`src/rtl/keypad_scanner.sv`:
```
// 4x4 keypad scanner: drives one column at a time, samples synchronized rows,
// debounces each frame result and shifts accepted hex codes into a value register.
module keypad_scanner #(
    parameter int N        = 8,
    parameter int SETTLE   = 10000,
    parameter int DEBOUNCE = 4
) (
    input  logic         clk,
    input  logic         reset,
    output logic [3:0]   col,
    input  logic [3:0]   row,
    output logic [3:0]   key_code,
    output logic         key_valid,
    output logic         key_held,
    output logic [N-1:0] value
);
    localparam int CW = (SETTLE > 1) ? $clog2(SETTLE) : 1;
    localparam int DW = $clog2(DEBOUNCE + 1);
    localparam logic [CW-1:0] CNT_LAST = CW'(SETTLE - 1);
    localparam logic [CW-1:0] CNT_ONE  = CW'(1);
    localparam logic [DW-1:0] DEB_MAX  = DW'(DEBOUNCE);
    localparam logic [DW-1:0] DEB_ONE  = DW'(1);

    typedef enum logic [0:0] {ST_SCAN = 1'b0, ST_EVAL = 1'b1} state_t;
    typedef enum logic [1:0] {RES_NONE = 2'd0, RES_KEY = 2'd1, RES_MULTI = 2'd2} kind_t;

    function automatic logic [3:0] key_map(input logic [1:0] r, input logic [1:0] c);
        case ({r, c})
            4'b00_00: key_map = 4'h1;
            4'b00_01: key_map = 4'h2;
            4'b00_10: key_map = 4'h3;
            4'b00_11: key_map = 4'hA;
            4'b01_00: key_map = 4'h4;
            4'b01_01: key_map = 4'h5;
            4'b01_10: key_map = 4'h6;
            4'b01_11: key_map = 4'hB;
            4'b10_00: key_map = 4'h7;
            4'b10_01: key_map = 4'h8;
            4'b10_10: key_map = 4'h9;
            4'b10_11: key_map = 4'hC;
            4'b11_00: key_map = 4'h0;
            4'b11_01: key_map = 4'hF;
            4'b11_10: key_map = 4'hE;
            4'b11_11: key_map = 4'hD;
            default:  key_map = 4'h0;
        endcase
    endfunction

    function automatic logic [3:0] col_drive(input logic [1:0] idx);
        case (idx)
            2'd0:    col_drive = 4'b1110;
            2'd1:    col_drive = 4'b1101;
            2'd2:    col_drive = 4'b1011;
            default: col_drive = 4'b0111;
        endcase
    endfunction

    logic [3:0]    r_sync1, r_sync2;
    state_t        r_state;
    logic          r_run;
    logic [1:0]    r_col_idx;
    logic [CW-1:0] r_cnt;
    logic [3:0]    r_col;
    logic [15:0]   r_hits;
    kind_t         r_cand_kind, r_rep_kind;
    logic [3:0]    r_cand_code, r_rep_code;
    logic [DW-1:0] r_stable;
    logic [3:0]    r_key_code;
    logic          r_key_valid, r_key_held;
    logic [N-1:0]  r_value;

    logic [4:0]    w_hit_cnt;
    logic [3:0]    w_hit_code, w_res_code;
    kind_t         w_res_kind;
    logic          w_same, w_accept_key, w_accept_none;
    logic [DW-1:0] w_stable_nxt;

    // Row synchronizer: rows come straight from the keypad pins.
    always_ff @(posedge clk or negedge reset) begin
        if (!reset) begin
            r_sync1 <= 4'b1111;
            r_sync2 <= 4'b1111;
        end else begin
            r_sync1 <= row;
            r_sync2 <= r_sync1;
        end
    end

    // Classify the frame: hit bit index is {col, row}, so a single hit names its key.
    always_comb begin
        w_hit_cnt  = 5'd0;
        w_hit_code = 4'h0;
        for (int i = 0; i < 16; i++) begin
            w_hit_cnt  = w_hit_cnt + {4'd0, r_hits[i]};
            w_hit_code = r_hits[i] ? key_map(i[1:0], i[3:2]) : w_hit_code;
        end
        case (w_hit_cnt)
            5'd0: begin
                w_res_kind = RES_NONE;
                w_res_code = 4'h0;
            end
            5'd1: begin
                w_res_kind = RES_KEY;
                w_res_code = w_hit_code;
            end
            default: begin
                w_res_kind = RES_MULTI;
                w_res_code = 4'h0;
            end
        endcase
    end

    // Debounce update and acceptance decision, applied at the EVAL edge.
    always_comb begin
        w_same        = (w_res_kind == r_cand_kind) && (w_res_code == r_cand_code);
        w_stable_nxt  = w_same ? ((r_stable == DEB_MAX) ? DEB_MAX : r_stable + DEB_ONE) : DEB_ONE;
        w_accept_key  = (w_stable_nxt == DEB_MAX) && (w_res_kind == RES_KEY) &&
                        !((r_rep_kind == RES_KEY) && (r_rep_code == w_res_code));
        w_accept_none = (w_stable_nxt == DEB_MAX) && (w_res_kind == RES_NONE);
    end

    // Scan FSM with debounce state and registered outputs.
    always_ff @(posedge clk or negedge reset) begin
        if (!reset) begin
            r_state     <= ST_SCAN;
            r_run       <= 1'b0;
            r_col_idx   <= 2'd0;
            r_cnt       <= '0;
            r_col       <= 4'b1111;
            r_hits      <= 16'h0000;
            r_cand_kind <= RES_NONE;
            r_cand_code <= 4'h0;
            r_stable    <= '0;
            r_rep_kind  <= RES_NONE;
            r_rep_code  <= 4'h0;
            r_key_code  <= 4'h0;
            r_key_valid <= 1'b0;
            r_key_held  <= 1'b0;
            r_value     <= '0;
        end else begin
            r_key_valid <= 1'b0;
            if (!r_run) begin
                r_run     <= 1'b1;
                r_state   <= ST_SCAN;
                r_col_idx <= 2'd0;
                r_cnt     <= '0;
                r_col     <= col_drive(2'd0);
            end else begin
                case (r_state)
                    ST_SCAN: begin
                        if (r_cnt == CNT_LAST) begin
                            r_cnt <= '0;
                            r_hits[{r_col_idx, 2'b00} +: 4] <= ~r_sync2;
                            if (r_col_idx == 2'd3) begin
                                r_state <= ST_EVAL;
                            end else begin
                                r_col_idx <= r_col_idx + 2'd1;
                                r_col     <= col_drive(r_col_idx + 2'd1);
                            end
                        end else begin
                            r_cnt <= r_cnt + CNT_ONE;
                        end
                    end
                    ST_EVAL: begin
                        r_state     <= ST_SCAN;
                        r_col_idx   <= 2'd0;
                        r_col       <= col_drive(2'd0);
                        r_cand_kind <= w_res_kind;
                        r_cand_code <= w_res_code;
                        r_stable    <= w_stable_nxt;
                        if (w_accept_key) begin
                            r_key_valid <= 1'b1;
                            r_key_code  <= w_res_code;
                            r_key_held  <= 1'b1;
                            r_value     <= (r_value << 3'd4) | N'(w_res_code);
                            r_rep_kind  <= RES_KEY;
                            r_rep_code  <= w_res_code;
                        end else if (w_accept_none) begin
                            r_rep_kind  <= RES_NONE;
                            r_rep_code  <= 4'h0;
                            r_key_held  <= 1'b0;
                        end else begin
                            r_rep_kind  <= r_rep_kind;
                        end
                    end
                    default: r_state <= ST_SCAN;
                endcase
            end
        end
    end

    assign col       = r_col;
    assign key_code  = r_key_code;
    assign key_valid = r_key_valid;
    assign key_held  = r_key_held;
    assign value     = r_value;
endmodule

```
`config.mk`:
```
export PLATFORM = sky130hd
export DESIGN_NAME = keypad_scanner
export DESIGN_NICKNAME = d
export VERILOG_FILES = /design/src/rtl/keypad_scanner.sv
export SDC_FILE = /design/constraint.sdc
export NUM_CORES = 1
export LEC_CHECK = 0
export BUFFER_PORTS_ARGS = -buffer_cell sky130_fd_sc_hd__clkbuf_2
export CAP_MARGIN = 20
export CORE_MARGIN = 2
export CORE_UTILIZATION = 45
export CTS_CLUSTER_SIZE = 24
export DETAILED_ROUTE_END_ITERATION = 12
export PLACE_DENSITY = 0.69
export SETUP_SLACK_MARGIN = 0.02
export SLEW_MARGIN = 10
export SYNTH_ARGS = -nofsm -noshare
export SYNTH_HDL_FRONTEND = slang
export SYNTH_SLANG_ARGS = --single-unit
```
`constraint.sdc`:
```
create_clock -name clk -period 8.4 [get_ports clk]
set_input_delay 0.42 -clock clk [delete_from_list [all_inputs] [get_ports clk]]
set_output_delay 0.42 -clock clk [all_outputs]
set_load 0.02 [all_outputs]
```
Word-level counts from Yosys, hierarchy flattened
Index checks and enable logic that the tools add are counted.
{ "word_totals": {"regBits": 75, "in_bits": 6, "out_inout_bits": 18, "word_cells": 117} }
{ "classes": {"addsub": 19, "eq_ne": 15, "shifts": 2, "muxes": 46, "bitwise": 3, "n_reduce_logical": 15} }
{ "ops": {"columns": ["operator", "n"], "rows": [
  ["two-way mux 4 bit", 16],
  ["adder 5 x 1 -> 5 bit", 11],
  ["two-way mux 14 bit", 3],
  ["two-way mux 3 bit", 7],
  ["bitwise mux 16 bit", 1],
  ["variable shift 4 x 6 -> 16 bit (first input constant)", 1],
  ["indexed part select 4 x 6 -> 16 bit", 1],
  ["adder 14 x 1 -> 14 bit (second input constant)", 1],
  ["== test 14 bit (second input constant)", 1],
  ["case mux 4 bit (3 select lines)", 1],
  ["two-way mux 2 bit", 5],
  ["two-way mux 1 bit", 9],
  ["AND reduction 3 bit", 3],
  ["== test 4 bit", 2],
  ["bitwise OR 8 x 4 -> 8 bit", 1],
  ["case mux 2 bit (2 select lines)", 2],
  ["case mux 4 bit (2 select lines)", 1],
  ["== test 2 x 1 -> 1 bit (second input constant)", 3],
  ["== test 3 bit (second input constant)", 2],
  ["inequality test 3 bit (second input constant)", 2],
  ["negation 4 -> 6 bit", 1],
  ["adder 4 x 1 -> 5 bit", 1],
  ["== test 5 x 1 -> 1 bit (second input constant)", 1],
  ["logical AND 1 bit", 5],
  ["other kinds (16)", 19]
]} }

Depth between registers and ports, before layout
Gate-level depths: netlist (run 1).
{ "depth": {"word_depth": 26, "depth_mapped": 19, "depth_no_buf": 19} }

Least setup slack after synthesis (run 1)
OpenSTA, ideal clock, no wires.
{ "synth_timing": {"kind": "reg2reg", "start": "register r_hits[11]", "end": "register r_key_code[0], in the netlist key_code[0]", "setup_time_ps": 125, "arrival_time_ps": 5276, "path_slack_ps": 2999, "stages_incl_launch_ff": 19, "n_path_buf": 0, "synth_period_minus_slack_ps": 5401, "path_cell_list": "dfrtp_1 fa_1 inv_1 fa_1 inv_1 fa_1 inv_1 fa_1 inv_1 ha_1 inv_1 fa_1 or3b_4 nor2_1 mux2i_1 a31oi_1 a2111oi_4 nand4_4 mux2_2"} }
{ "synth_via": {"elab_chain_cells": 14} }
{ "synth_rtl": {"columns": ["item", "line", "source"], "rows": [
  ["start, declared", "64", "logic [15:0] r_hits;"],
  ["start signal, assigned by index", "153", "r_hits[{r_col_idx, 2'b00} +: 4] <= ~r_sync2;"],
  ["adder 5 x 1 -> 5 bit (5 in a row)", "94", "w_hit_cnt = w_hit_cnt + {4'd0, r_hits[i]};"],
  ["== test 5 x 1 -> 1 bit or zero test 5 bit (tied branches)", "97", "case (w_hit_cnt)"],
  ["case mux 2 bit (2 select lines) or two-way mux 4 bit (tied branches)", "97", null],
  ["== test 2 bit or == test 4 bit (tied branches)", "115", "w_same = (w_res_kind == r_cand_kind) && (w_res_code == r_cand_code);"],
  ["logical AND 1 bit", "115", null],
  ["two-way mux 3 bit", "116", "w_stable_nxt = w_same ? ((r_stable == DEB_MAX) ? DEB_MAX : r_stable + DEB_ONE) : DEB_ONE;"],
  ["== test 3 bit", "117", "w_accept_key = (w_stable_nxt == DEB_MAX) && (w_res_kind == RES_KEY) &&"],
  ["logical AND 1 bit (2 in a row)", "117", null],
  ["AND reduction 3 bit (no line)", null, null],
  ["end signal, assigned", "173", "r_key_code <= w_res_code;"],
  ["end, declared", "68", "logic [3:0] r_key_code;"]
]} }
Several ways; a longest one is shown, not always the timed one.
A chain may end at the register's enable or synchronous reset.

Worst setup path in the final report (run 1)
{ "layout_timing": {"start": "register r_hits[9]", "end": "register r_value[4], in the netlist value[4]"} }
{ "layout_via": {"elab_chain_cells": 16} }
{ "layout_rtl": {"columns": ["item", "line", "source"], "rows": [
  ["adder 5 x 1 -> 5 bit (7 in a row)", "94", null],
  ["== test 5 x 1 -> 1 bit or zero test 5 bit (tied branches)", "97", null],
  ["case mux 2 bit (2 select lines) or two-way mux 4 bit (tied branches)", "97", null],
  ["== test 2 bit or == test 4 bit (tied branches)", "115", null],
  ["logical AND 1 bit", "115", null],
  ["two-way mux 3 bit", "116", null],
  ["== test 3 bit", "117", null],
  ["logical AND 1 bit", "117", null],
  ["logical AND 1 bit *", "117", null],
  ["AND reduction 3 bit (no line) *", null, null],
  ["end signal, assigned", "175", "r_value <= (r_value << 3'd4) | N'(w_res_code);"],
  ["end, declared", "70", "logic [N-1:0] r_value;"]
]} }
Mark *: on every way between the ends. The rest lies on a longest branch, timed or not.

==> Implementation_results.wiki, run 1 <==
{| class="wikitable"
! Metric !! Value
|-
| Result of the run || complete, no violations
|-
| Num ports || 24
|-
| Number of cells on the worst reg-to-reg path || 19
|-
| Tightest slew margin relative to the limit || 43.3%
|-
| Die width || 96.6 µm
|-
| Number of maximum-capacitance violations || 0
|-
| Mean cell area of the mapped netlist || 9.88 µm²
|-
| Global-route wire length before repair || 13,700 µm
|-
| Cell chain of the critical path || inv_1 > fa_1 > inv_1 > fa_1 > fa_1 > inv_1 > fa_1 > inv_1 > ha_1 > inv_1 > fa_1 > a211oi_1 > mux2i_1 > nor2_1 > mux2i_1 > a31oi_1 > a2111oi_4 > nand4_4 > mux2_2
|-
| Setup repair after global routing missed its margin || false
|-
| Layout Nets || 448
|-
| Hold buffers post-CTS || 0
|-
| Core Region || 8260 µm²
|-
| Beginning of the critical path || r_hits[9]$_DFFE_PN0P_
|-
| Final Slew Violations || 0
|-
| Synthesized area || 3850 µm²
|-
| Top-count cell post-synth || sky130_fd_sc_hd__dfrtp_1
|-
| Num CTS Buffers || 9
|-
| Overall routing resource usage || 19.2%
|-
| Remaining antenna violation count || 0
|-
| Count of cells resized by post-cts repair || 0
|-
| Flip-flop and latch area || 1740 µm²
|-
| Compound-Gate Fraction of Synth Area || 15.0%
|-
| Number of enable-type register cells in the synthesized netlist || 0
|-
| DP Wirelength || 5500 µm
|-
| Global-route congestion overflow total || 0
|-
| Share of final-layout standard cells stronger than drive strength 1 || 17.5%
|-
| Vias per std cell || 5.59
|-
| Ys async rst share || 100%
|-
| Source of the worst hold timing path || row[3]
|-
| Reg-to-reg slack, setup || 2.50 ns
|-
| Routed wire length || 7770 µm
|-
| Max stage delay on crit path || 0.67 ns
|-
| FF-to-FF Start || r_hits[9]$_DFFE_PN0P_
|-
| Number of iterations in the first detailed-routing pass || 4
|-
| Count of final setup violators || 0
|-
| Crit Reg-Reg Endpoint || value[4]$_DFFE_PN0P_
|-
| Most numerous cell types in the synthesized netlist || sky130_fd_sc_hd__dfrtp_1 (57), sky130_fd_sc_hd__nand2_1 (55), sky130_fd_sc_hd__inv_1 (36)
|-
| Layout Utilization || 51.8%
|-
| Clock Sinks || 69
|-
| Crit share post-route || 70.2%
|-
| Top FF cell, synth || sky130_fd_sc_hd__dfrtp_1
|-
| Worst EP arrival || 6.13 ns
|-
| Number of global-route vias before repair || 2,868
|-
| Final worst clock skew || 0.00815 ns
|-
| Class of the tightest hold or removal check || input pin to flop
|-
| Multiplexer area fraction after synthesis || 3.41%
|-
| Maximum VDD drop || 88.2 µV
|-
| Leakage || 1.94 nW
|-
| Max frequency || 170 MHz
|-
| Worst hold path endpoint || r_sync1[3]$_DFF_PN1_
|-
| Min Hold Slack || 0.148 ns
|-
| Port Buffers || 23
|-
| Part of the Yosys area used for sequential elements || 45.2%
|-
| WP data required || 8.63 ns
|-
| Initial Util || 46.7%
|-
| Detailed-route via count || 2,945
|-
| Final routed wire length divided by cell count || 14.7 µm
|-
| Post-synthesis net count || 421
|-
| Actual transition at the worst max-transition pin || 0.850 ns
|-
| Final weighted congestion of routability-driven global placement || 0.866
|-
| Die Area || 9320 µm²
|-
| Startpoint types || flop
|-
| Worst path top cell family by delay || adder cells
|-
| Crit Path Class || flop to flop
|-
| Critical-path top delay cell || sky130_fd_sc_hd__a2111oi_4
|-
| Postcts setup bufs || 0
|-
| Post-synthesis share of cell area spent on full adders, half adders and majority gates || 10.1%
|-
| Post-synth top area share || 37.0%
|-
| Post-CTS clock slew at the launch and capture registers of the worst setup and hold paths || 0.08 ns
|-
| Number of storage elements in the synthesis netlist || 69
|-
| Overall power of the completed layout || 643 µW
|-
| Total of fill cells in the finished design || 746
|-
| Synth warnings || 0
|-
| Min cycle time layout || 5.90 ns
|-
| Depth of the worst hold-timing path || 1
|-
| Area share of and/or/nand/nor cells after synthesis || 19.5%
|-
| Iter 0 DRT Violations || 106
|-
| Pin count of the biggest net entering global routing || 70
|-
| Buffers from clock root to sink, at most || 2
|-
| Number of levels in the clock H-tree || 3
|-
| Initial antenna violation count || 0
|-
| Footprint of the multi-input gates || 1930 µm²
|-
| Sort of element at the end of the critical path || flop
|-
| Cell at the root of the clock tree || sky130_fd_sc_hd__clkbuf_8
|-
| Die outline height || 96.6 µm
|-
| Dominant combinational cell family by area after synthesis || simple AND/OR/NAND/NOR gates
|-
| Buffers and inverters on the worst path || 5
|-
| Placement-stage cell area || 4060 µm²
|-
| Worst skew pair latency || 0.35 ns
|-
| Clock tree from TritonCTS || yes
|-
| Post-Synth XOR/XNOR Area || 2.04%
|-
| Number of remaining DRC errors || 0
|-
| Cell count after synthesis || 390
|-
| Final-layout setup total negative slack || 0 ns
|-
| Number of endpoints with negative hold slack in the final report || 0
|-
| Antenna diodes || 0
|-
| Top cell type by total area after synthesis || sky130_fd_sc_hd__dfrtp_1
|-
| Power per unit of standard cell area || 150 nW/µm²
|-
| Max Fanout on Critical Path || 10
|-
| Number of rows created at floorplan || 33
|-
| Biggest area contributors in the synthesized netlist || sky130_fd_sc_hd__dfrtp_1 (37%), sky130_fd_sc_hd__dfstp_2 (8.2%), sky130_fd_sc_hd__nand2_1 (5.4%)
|-
| Count of different cell masters after synthesis || 58
|-
| Final cell area excluding filler cells || 4280 µm²
|-
| Area growth syn-to-layout || 10.9%
|}
==> where the power goes <==
part	internal [mW]	switching [mW]	leakage (nW)
sequential	0.337	0.00305	0.918
clock	0.163	0.127	0.105
combinational	0.00311	0.00991	0.914
==> worst register-to-register path, cell delays in order, from the launching register on <==
cell and delay [ns]:
sky130_fd_sc_hd__dfrtp_1 0.43, sky130_fd_sc_hd__inv_1 0.11, sky130_fd_sc_hd__fa_1 0.48, sky130_fd_sc_hd__inv_1 0.05, sky130_fd_sc_hd__fa_1 0.46, sky130_fd_sc_hd__fa_1 0.51, sky130_fd_sc_hd__inv_1 0.05, sky130_fd_sc_hd__fa_1 0.43
sky130_fd_sc_hd__inv_1 0.07, sky130_fd_sc_hd__ha_1 0.16, sky130_fd_sc_hd__inv_1 0.06, sky130_fd_sc_hd__fa_1 0.40, sky130_fd_sc_hd__a211oi_1 0.25, sky130_fd_sc_hd__mux2i_1 0.20, sky130_fd_sc_hd__nor2_1 0.45, sky130_fd_sc_hd__mux2i_1 0.24
sky130_fd_sc_hd__a31oi_1 0.09, sky130_fd_sc_hd__a2111oi_4 0.67, sky130_fd_sc_hd__nand4_4 0.32, sky130_fd_sc_hd__mux2_2 0.35
==> layout make-up <==
type	count	area share, %
Multi-Input combinational cell	277	45.2
Sequential cell	69	40.7
Clock buffer	13	3.98
Inverter	36	3.16
Tap cell	105	3.07
Timing Repair Buffer	24	2.87
Clock inverter	3	0.995
==> worst max-delay path by stage <==
stage                                         end  depth (start not counted)
after floorplan           key_code[0]$_DFFE_PN0P_                         18
after global placement    key_code[1]$_DFFE_PN0P_                         18
after detailed placement     value[3]$_DFFE_PN0P_                         19
after CTS                    value[5]$_DFFE_PN0P_                         19
after global routing      key_code[1]$_DFFE_PN0P_                         19
final                        value[4]$_DFFE_PN0P_                         19
==> cell usage in the layout, fill, tap and decap left out, types with 3 or more instances in the layout <==
| cell | n |
|---|---|
| sky130_fd_sc_hd__a21oi_1 | 9 |
| sky130_fd_sc_hd__o31ai_1 | 16 |
| sky130_fd_sc_hd__xor2_1 | 5 |
| sky130_fd_sc_hd__clkbuf_2 | 22 |
| sky130_fd_sc_hd__nand2_1 | 55 |
| sky130_fd_sc_hd__nand3_1 | 11 |
| sky130_fd_sc_hd__nand4_1 | 5 |
| sky130_fd_sc_hd__nor3_1 | 10 |
| sky130_fd_sc_hd__and3_1 | 8 |
| sky130_fd_sc_hd__clkbuf_8 | 10 |
| sky130_fd_sc_hd__mux2i_1 | 3 |
| sky130_fd_sc_hd__fa_1 | 10 |
| sky130_fd_sc_hd__dfstp_2 | 12 |
| sky130_fd_sc_hd__dfrtp_1 | 57 |
| sky130_fd_sc_hd__nor2_1 | 22 |
| sky130_fd_sc_hd__ha_1 | 15 |
| sky130_fd_sc_hd__inv_1 | 36 |
| sky130_fd_sc_hd__xnor2_1 | 4 |
| sky130_fd_sc_hd__o21ai_0 | 33 |
| sky130_fd_sc_hd__a211oi_1 | 3 |
| sky130_fd_sc_hd__nor2b_1 | 3 |
| sky130_fd_sc_hd__mux2_2 | 9 |
| sky130_fd_sc_hd__or3_1 | 10 |
==> registers in the layout, summed over array words and instances, names as in the netlist <==
register	count
value	5
r_hits	16
r_stable	3
r_cand_code	4
col	4
key_valid	1
r_cnt	14
r_run	1
r_sync2	4
r_rep_kind	1
r_cand_kind	2
r_col_idx	2
key_code	3
r_sync1	4
r_state	1
r_rep_code	4
==> cell families after synthesis <==
| group | Yosys count |
|---|---|
| mux | 12 |
| xor+xnor | 9 |
| fa+ha+maj | 25 |
| buf+inv | 44 |
| simple gates | 146 |
| other cells | 1 |
| compound gates | 84 |
| flops | 69 |
==> stage by stage <==
step                worst slack, ns  cells
finish                         2.50    527
global route                   2.19    527
CTS                            2.48    527
detailed placement             2.49    511
global placement               2.68    511
floorplan                      3.00    390
==> per-layer routing <==
metal | up-vias | share of wire, % | GRT usage [%]
met3 | 18 | 4.6 | 4.19
met5 | - | 0 | 0
met2 | 70 | 47 | 31.1
met4 | 0 | 2.8 | 7.75
li1 | 1423 | - | -
met1 | 1434 | 45 | 25.2
No activity file was read; power rests on OpenSTA's default activity.
==> run 2: changes to the inputs <==
--- a/config.mk
+++ b/config.mk
@@ -11,7 +11,7 @@
 export CORE_UTILIZATION = 45
 export CTS_CLUSTER_SIZE = 24
 export DETAILED_ROUTE_END_ITERATION = 12
-export PLACE_DENSITY = 0.69
+export PLACE_DENSITY = 0.71
 export SETUP_SLACK_MARGIN = 0.02
 export SLEW_MARGIN = 10
 export SYNTH_ARGS = -nofsm -noshare
==> constraint.sdc (replaced) <==
create_clock -name clk -period 5.1 [get_ports clk]
set_input_delay 0.255 -clock clk [delete_from_list [all_inputs] [get_ports clk]]
set_output_delay 0.255 -clock clk [all_outputs]
set_load 0.02 [all_outputs]
==> run 2 against run 1 <==
Effect of this change:
- the flow now finishes with violations (negative setup slack)
- first-iteration DRC count increased by 94%
- power is 52% higher
- register-to-register slack worse by 2.7 ns
- sequential share of layout area decreased by 3.8 points
- fmax grew 11%
- utilization grew 5.4 points
- sequential cell count did not move
- die area stayed put
- setup slack got worse by 2.7 ns
- critical endpoint is now key_code[0]$_DFFE_PN0P_
- largest power group unchanged
- highest routed layer unchanged
==> Implementation_results.wiki, run 2 (synthesis gave the netlist of run 1 again) <==
{| class="wikitable"
! Metric !! Value
|-
| Global-route congestion overflow total || 0
|-
| Area growth syn-to-layout || 22.5%
|-
| Result of the run || finished with violations
|-
| Cell at the root of the clock tree || sky130_fd_sc_hd__clkbuf_8
|-
| Antenna diodes || 0
|-
| Buffers from clock root to sink, at most || 2
|-
| Clock Sinks || 69
|-
| Crit Path Class || flop to flop
|-
| Power per unit of standard cell area || 207 nW/µm²
|-
| Final worst clock skew || 0.0109 ns
|-
| Pin count of the biggest net entering global routing || 70
|-
| Num CTS Buffers || 9
|-
| Tightest slew margin relative to the limit || 39.0%
|-
| Layout Nets || 486
|-
| Flip-flop and latch area || 1740 µm²
|-
| Routed wire length || 8850 µm
|-
| Clock tree from TritonCTS || yes
|-
| Total of fill cells in the finished design || 705
|-
| Global-route wire length before repair || 14,700 µm
|-
| Final routed wire length divided by cell count || 15.7 µm
|-
| Min Hold Slack || 0.0821 ns
|-
| Port Buffers || 23
|-
| Number of levels in the clock H-tree || 3
|-
| Crit share post-route || 104%
|-
| Core Region || 8260 µm²
|-
| DP Wirelength || 5900 µm
|-
| Final Slew Violations || 0
|-
| Iter 0 DRT Violations || 206
|-
| Actual transition at the worst max-transition pin || 0.916 ns
|-
| Die Area || 9320 µm²
|-
| Max Fanout on Critical Path || 5
|-
| Top library cells by usage in the layout, fill and taps aside || sky130_fd_sc_hd__dfrtp_1 (57), sky130_fd_sc_hd__nand2_1 (54), sky130_fd_sc_hd__inv_1 (34)
|-
| WP data required || 5.33 ns
|-
| Vias per std cell || 5.60
|-
| Number of remaining DRC errors || 0
|-
| Finished Layout Cells || 565
|-
| Setup repair after global routing missed its margin || true
|-
| Number of endpoints with negative hold slack in the final report || 0
|-
| Footprint of the multi-input gates || 2110 µm²
|-
| Maximum VDD drop || 138 µV
|-
| Count of final setup violators || 14
|-
| Class of the tightest hold or removal check || input pin to async pin
|-
| Number of maximum-capacitance violations || 0
|-
| Worst EP arrival || 5.55 ns
|-
| Initial Util || 46.7%
|-
| Min cycle time layout || 5.32 ns
|-
| Largest register FFs || 16
|-
| Final Worst Setup Slack || -0.218 ns
|-
| Num ports || 24
|-
| Layout Utilization || 57.2%
|-
| Final weighted congestion of routability-driven global placement || 0.853
|-
| Number of instances in the placed design || 533
|-
| Worst skew pair latency || 0.35 ns
|-
| Top register by number of flip-flops || r_hits
|-
| Max frequency || 188 MHz
|-
| Remaining antenna violation count || 0
|-
| Most common cell after layout, fill and taps aside || sky130_fd_sc_hd__dfrtp_1
|-
| Number of global-route vias before repair || 3,112
|-
| Violated checks || negative setup slack
|-
| Share of final-layout standard cells stronger than drive strength 1 || 29.1%
|-
| Overall routing resource usage || 20.7%
|-
| Sort of element at the end of the critical path || flop
|-
| Number of rows created at floorplan || 33
|-
| Die width || 96.6 µm
|-
| Post-CTS clock slew at the launch and capture registers of the worst setup and hold paths || 0.07 ns
|-
| Number of iterations in the first detailed-routing pass || 4
|-
| Startpoint types || flop
|-
| Detailed-route via count || 3,166
|-
| Initial antenna violation count || 0
|-
| Die outline height || 96.6 µm
|-
| Leakage || 2.13 nW
|}
run 2: timing repair:
item | in CTS | in global routing
hold buffers | 4 | 0
pin swaps | 9 | 13
endpoints found under the hold margin | 4 | 0
resized for setup | 22 | 21
buffers inserted | 6 | 5
endpoints found under the setup margin | 14 | 17
gates cloned | 1 | 0
run 2: path summary, 6_finish.rpt:
path,slack [ns],cells past startpoint,start,end
max,-0.22,19,r_hits[11]$_DFFE_PN0P_,key_code[0]$_DFFE_PN0P_
max in group asynchronous,4.43,2,reset,r_hits[10]$_DFFE_PN0P_
min in group clk,0.36,0,r_sync1[1]$_DFF_PN1_,r_sync2[1]$_DFF_PN1_
min reg2reg,0.36,0,r_sync1[1]$_DFF_PN1_,r_sync2[1]$_DFF_PN1_
min,0.08,2,reset,key_code[1]$_DFFE_PN0P_
max reg2reg,-0.22,19,r_hits[11]$_DFFE_PN0P_,key_code[0]$_DFFE_PN0P_
run 2: power breakdown:
part | leakage [nW] | internal (mW) | switching [mW]
sequential | 0.918 | 0.555 | 0.00505
clock | 0.0824 | 0.176 | 0.216
combinational | 1.13 | 0.00711 | 0.0169
run 2: worst max-delay path: stages, from the launching register on:
cell and delay (ns):
sky130_fd_sc_hd__dfrtp_1 0.40, sky130_fd_sc_hd__fa_1 0.54, sky130_fd_sc_hd__inv_1 0.05, sky130_fd_sc_hd__fa_1 0.48, sky130_fd_sc_hd__inv_1 0.05, sky130_fd_sc_hd__fa_1 0.48, sky130_fd_sc_hd__inv_1 0.05, sky130_fd_sc_hd__fa_1 0.42
sky130_fd_sc_hd__inv_1 0.07, sky130_fd_sc_hd__ha_2 0.18, sky130_fd_sc_hd__inv_2 0.04, sky130_fd_sc_hd__fa_1 0.46, sky130_fd_sc_hd__or3b_4 0.42, sky130_fd_sc_hd__nor3b_4 0.27, sky130_fd_sc_hd__buf_6 0.16, sky130_fd_sc_hd__nor3b_4 0.26
sky130_fd_sc_hd__xnor2_2 0.18, sky130_fd_sc_hd__nand3_2 0.19, sky130_fd_sc_hd__nand4_4 0.16, sky130_fd_sc_hd__mux2_2 0.35
run 2: through the flow:
step | power, mW | setup TNS, ns | setup slack, ns | area, µm²
after detailed placement | 0.593 | -1.51 | -0.165 | 4240
after global placement | 0.592 | 0 | 0.00785 | 4240
after CTS | 0.989 | -1.08 | -0.134 | 4610
after floorplan | 0.577 | -1.31 | -0.180 | 3860
after global routing | 1.02 | -5.87 | -0.447 | 4720
final | 0.976 | -2.30 | -0.218 | 4720
run 2: metal layers:
metal | track usage, % | part of all wire, % | vias to the layer above
li1 | - | - | 1502
met1 | 25.5 | 44 | 1567
met2 | 34.2 | 50 | 78
met3 | 5.20 | 4.1 | 19
met4 | 9.86 | 2.5 | 0
met5 | 0 | 0 | -
run 2: final cells by class:
cell class | count | share of cell area [%]
clock buffer | 10 | 2.70
clock inverter | 6 | 0.822
inverter | 36 | 2.86
multi-input combinational | 278 | 44.6
sequential | 69 | 36.9
tap | 105 | 2.78
timing repair buffer | 61 | 9.33
==> run 3: changes to the inputs <==
--- a/config.mk
+++ b/config.mk
@@ -13,7 +13,6 @@
 export DETAILED_ROUTE_END_ITERATION = 12
 export PLACE_DENSITY = 0.71
 export SETUP_SLACK_MARGIN = 0.02
-export SLEW_MARGIN = 10
 export SYNTH_ARGS = -nofsm -noshare
 export SYNTH_HDL_FRONTEND = slang
 export SYNTH_SLANG_ARGS = --single-unit
==> constraint.sdc (replaced) <==
create_clock -name clk -period 4.52 [get_ports clk]
set_input_delay 0.226 -clock clk [delete_from_list [all_inputs] [get_ports clk]]
set_output_delay 0.226 -clock clk [all_outputs]
set_load 0.1 [all_outputs]
==> run 3 against run 2 <==
Effect of this change:
- the flow still finishes with violations (negative setup slack)
- first-iteration DRC count is 28% lower
- setup slack got worse by 0.49 ns
- design area rose by 2.5%
- die area is the same
- final cell count rose by 0.53%
- largest power group unchanged
- power grew 25%
- sequential cell count is the same
==> Implementation_results.wiki, run 3 (synthesis gave the netlist of run 1 again) <==
{| class="wikitable"
! Metric !! Value
|-
| Actual transition at the worst max-transition pin || 0.919 ns
|-
| Detailed-route via count || 3,110
|-
| DP Wirelength || 5980 µm
|-
| Count of final setup violators || 18
|-
| Most common cell after layout, fill and taps aside || sky130_fd_sc_hd__dfrtp_1
|-
| Leakage || 2.19 nW
|-
| Core Region || 8260 µm²
|-
| Most common cell type on the critical path || sky130_fd_sc_hd__fa_1
|-
| Pin count of the biggest net entering global routing || 70
|-
| Clock Sinks || 69
|-
| Setup repair after global routing missed its margin || true
|-
| Final Worst Setup Slack || -0.713 ns
|-
| Startpoint types || flop
|-
| Initial Util || 46.7%
|-
| Largest register FFs || 16
|-
| Antenna diodes || 0
|-
| Final routed wire length divided by cell count || 14.9 µm
|-
| Final weighted congestion of routability-driven global placement || 0.887
|-
| Crit share post-route || 116%
|-
| Die outline height || 96.6 µm
|-
| Num ports || 24
|-
| Met1 track demand over resource || 26.6%
|-
| Initial antenna violation count || 0
|-
| Placement-stage cell area || 4290 µm²
|-
| GRT Max-Usage Layer || met2
|-
| Max Fanout on Critical Path || 5
|-
| Iter 0 DRT Violations || 148
|-
| Final Slew Violations || 0
|-
| Cell at the root of the clock tree || sky130_fd_sc_hd__clkbuf_8
|-
| Final cell area excluding filler cells || 4840 µm²
|-
| Buffers from clock root to sink, at most || 2
|-
| Layout Nets || 489
|-
| Cell chain of the critical path || fa_1 > inv_2 > fa_1 > inv_2 > fa_1 > inv_1 > fa_1 > inv_2 > ha_4 > inv_2 > fa_1 > or3b_4 > nor3b_4 > buf_6 > a31oi_4 > a2111oi_4 > buf_4 > nand4_4 > mux2_4
|-
| Max stage delay on crit path || 0.56 ns
|-
| Violated checks || negative setup slack
|-
| Global-route congestion overflow total || 0
|-
| Area growth syn-to-layout || 25.5%
|-
| Final worst clock skew || 0.0103 ns
|-
| Die width || 96.6 µm
|-
| Number of levels in the clock H-tree || 3
|-
| Post-Place Worst Slack || -0.720 ns
|-
| Global-route wire length before repair || 14,700 µm
|-
| Number of rows created at floorplan || 33
|-
| Overall routing resource usage || 20.6%
|-
| Worst EP arrival || 5.46 ns
|-
| Max frequency || 191 MHz
|-
| Top library cells by usage in the layout, fill and taps aside || sky130_fd_sc_hd__dfrtp_1 (57), sky130_fd_sc_hd__nand2_1 (52), sky130_fd_sc_hd__inv_1 (31)
|-
| Class of the tightest hold or removal check || input pin to async pin
|-
| Overall power of the completed layout || 1.22 mW
|-
| Final-layout setup total negative slack || -10.42 ns
|-
| WP data required || 4.74 ns
|-
| Maximum VDD drop || 186 µV
|-
| Number of instances in the placed design || 540
|-
| Die Area || 9320 µm²
|-
| Result of the run || finished with violations
|-
| Port Buffers || 23
|-
| Worst skew pair latency || 0.34 ns
|-
| Num CTS Buffers || 9
|-
| Share of final-layout standard cells stronger than drive strength 1 || 30.9%
|-
| Min cycle time layout || 5.23 ns
|-
| Tightest slew margin relative to the limit || 38.7%
|-
| Vias per std cell || 5.48
|-
| Clock tree from TritonCTS || yes
|-
| Number of remaining DRC errors || 0
|-
| Number of maximum-capacitance violations || 0
|-
| Number of global-route vias before repair || 3,056
|-
| Crit Path Class || flop to flop
|-
| Number of endpoints with negative hold slack in the final report || 0
|-
| Power per unit of standard cell area || 253 nW/µm²
|-
| Routed wire length || 8470 µm
|-
| Layout Utilization || 58.6%
|-
| Critical-path top delay cell || sky130_fd_sc_hd__fa_1
|-
| Number of iterations in the first detailed-routing pass || 5
|-
| Post-CTS clock slew at the launch and capture registers of the worst setup and hold paths || 0.07 ns
|-
| Remaining antenna violation count || 0
|-
| Met3 Usage GRT || 4.89%
|-
| Sort of element at the end of the critical path || flop
|-
| Min Hold Slack || 0.0664 ns
|-
| Top register by number of flip-flops || r_hits
|-
| Met2 Track Usage GR || 33.9%
|-
| Finished Layout Cells || 568
|}
==> run 3: power breakdown <==
part	internal [mW]	switching [mW]
logic	0.00806	0.0190
registers	0.626	0.00585
clock network	0.328	0.236
total	0.963	0.261
==> run 3: critical path, delay by kind of cell (launching register included) <==
kind / cells / cell delay [ns]
compound gates: 2 / 0.30
fa+ha+maj: 6 / 2.56
buf+inv: 7 / 0.60
flops: 1 / 0.41
mux: 1 / 0.36
simple gates: 3 / 0.90
==> run 3: path summary, 6_finish.rpt <==
check	start	to	slack (ns)	depth (start not counted)
min in group clk	r_sync1[2]$_DFF_PN1_	r_sync2[2]$_DFF_PN1_	0.36	0
max reg2reg	r_hits[15]$_DFFE_PN0P_	key_code[1]$_DFFE_PN0P_	-0.71	19
max	r_hits[15]$_DFFE_PN0P_	key_code[1]$_DFFE_PN0P_	-0.71	19
min reg2reg	r_sync1[2]$_DFF_PN1_	r_sync2[2]$_DFF_PN1_	0.36	0
min	reset	key_code[1]$_DFFE_PN0P_	0.07	2
max in group asynchronous	reset	r_hits[0]$_DFFE_PN0P_	3.88	2
==> run 3: final cells by class <==
| cell class | count | area, µm² |
|---|---|---|
| Multi-Input combinational cell | 278 | 2140 |
| Clock inverter | 5 | 82.6 |
| Fill cell | 699 | 3420 |
| Timing Repair Buffer | 64 | 467 |
| Tap cell | 105 | 131 |
| Sequential cell | 69 | 1740 |
| Inverter | 36 | 135 |
| Clock buffer | 11 | 141 |
==> run 3: what timing repair did <==
action	CTS	global route
setup buffers	5	2
pin swaps	7	13
setup endpoints to repair	21	22
endpoints found under the hold margin	4	0
cloned	1	0
gates resized for setup	25	34
hold buffers	4	0
==> run 3: layer usage <==
layer | up-vias | share of wire, %
met4 | 0 | 0.83
met5 | - | 0
met3 | 6 | 4.2
met2 | 75 | 49
li1 | 1508 | -
met1 | 1521 | 46
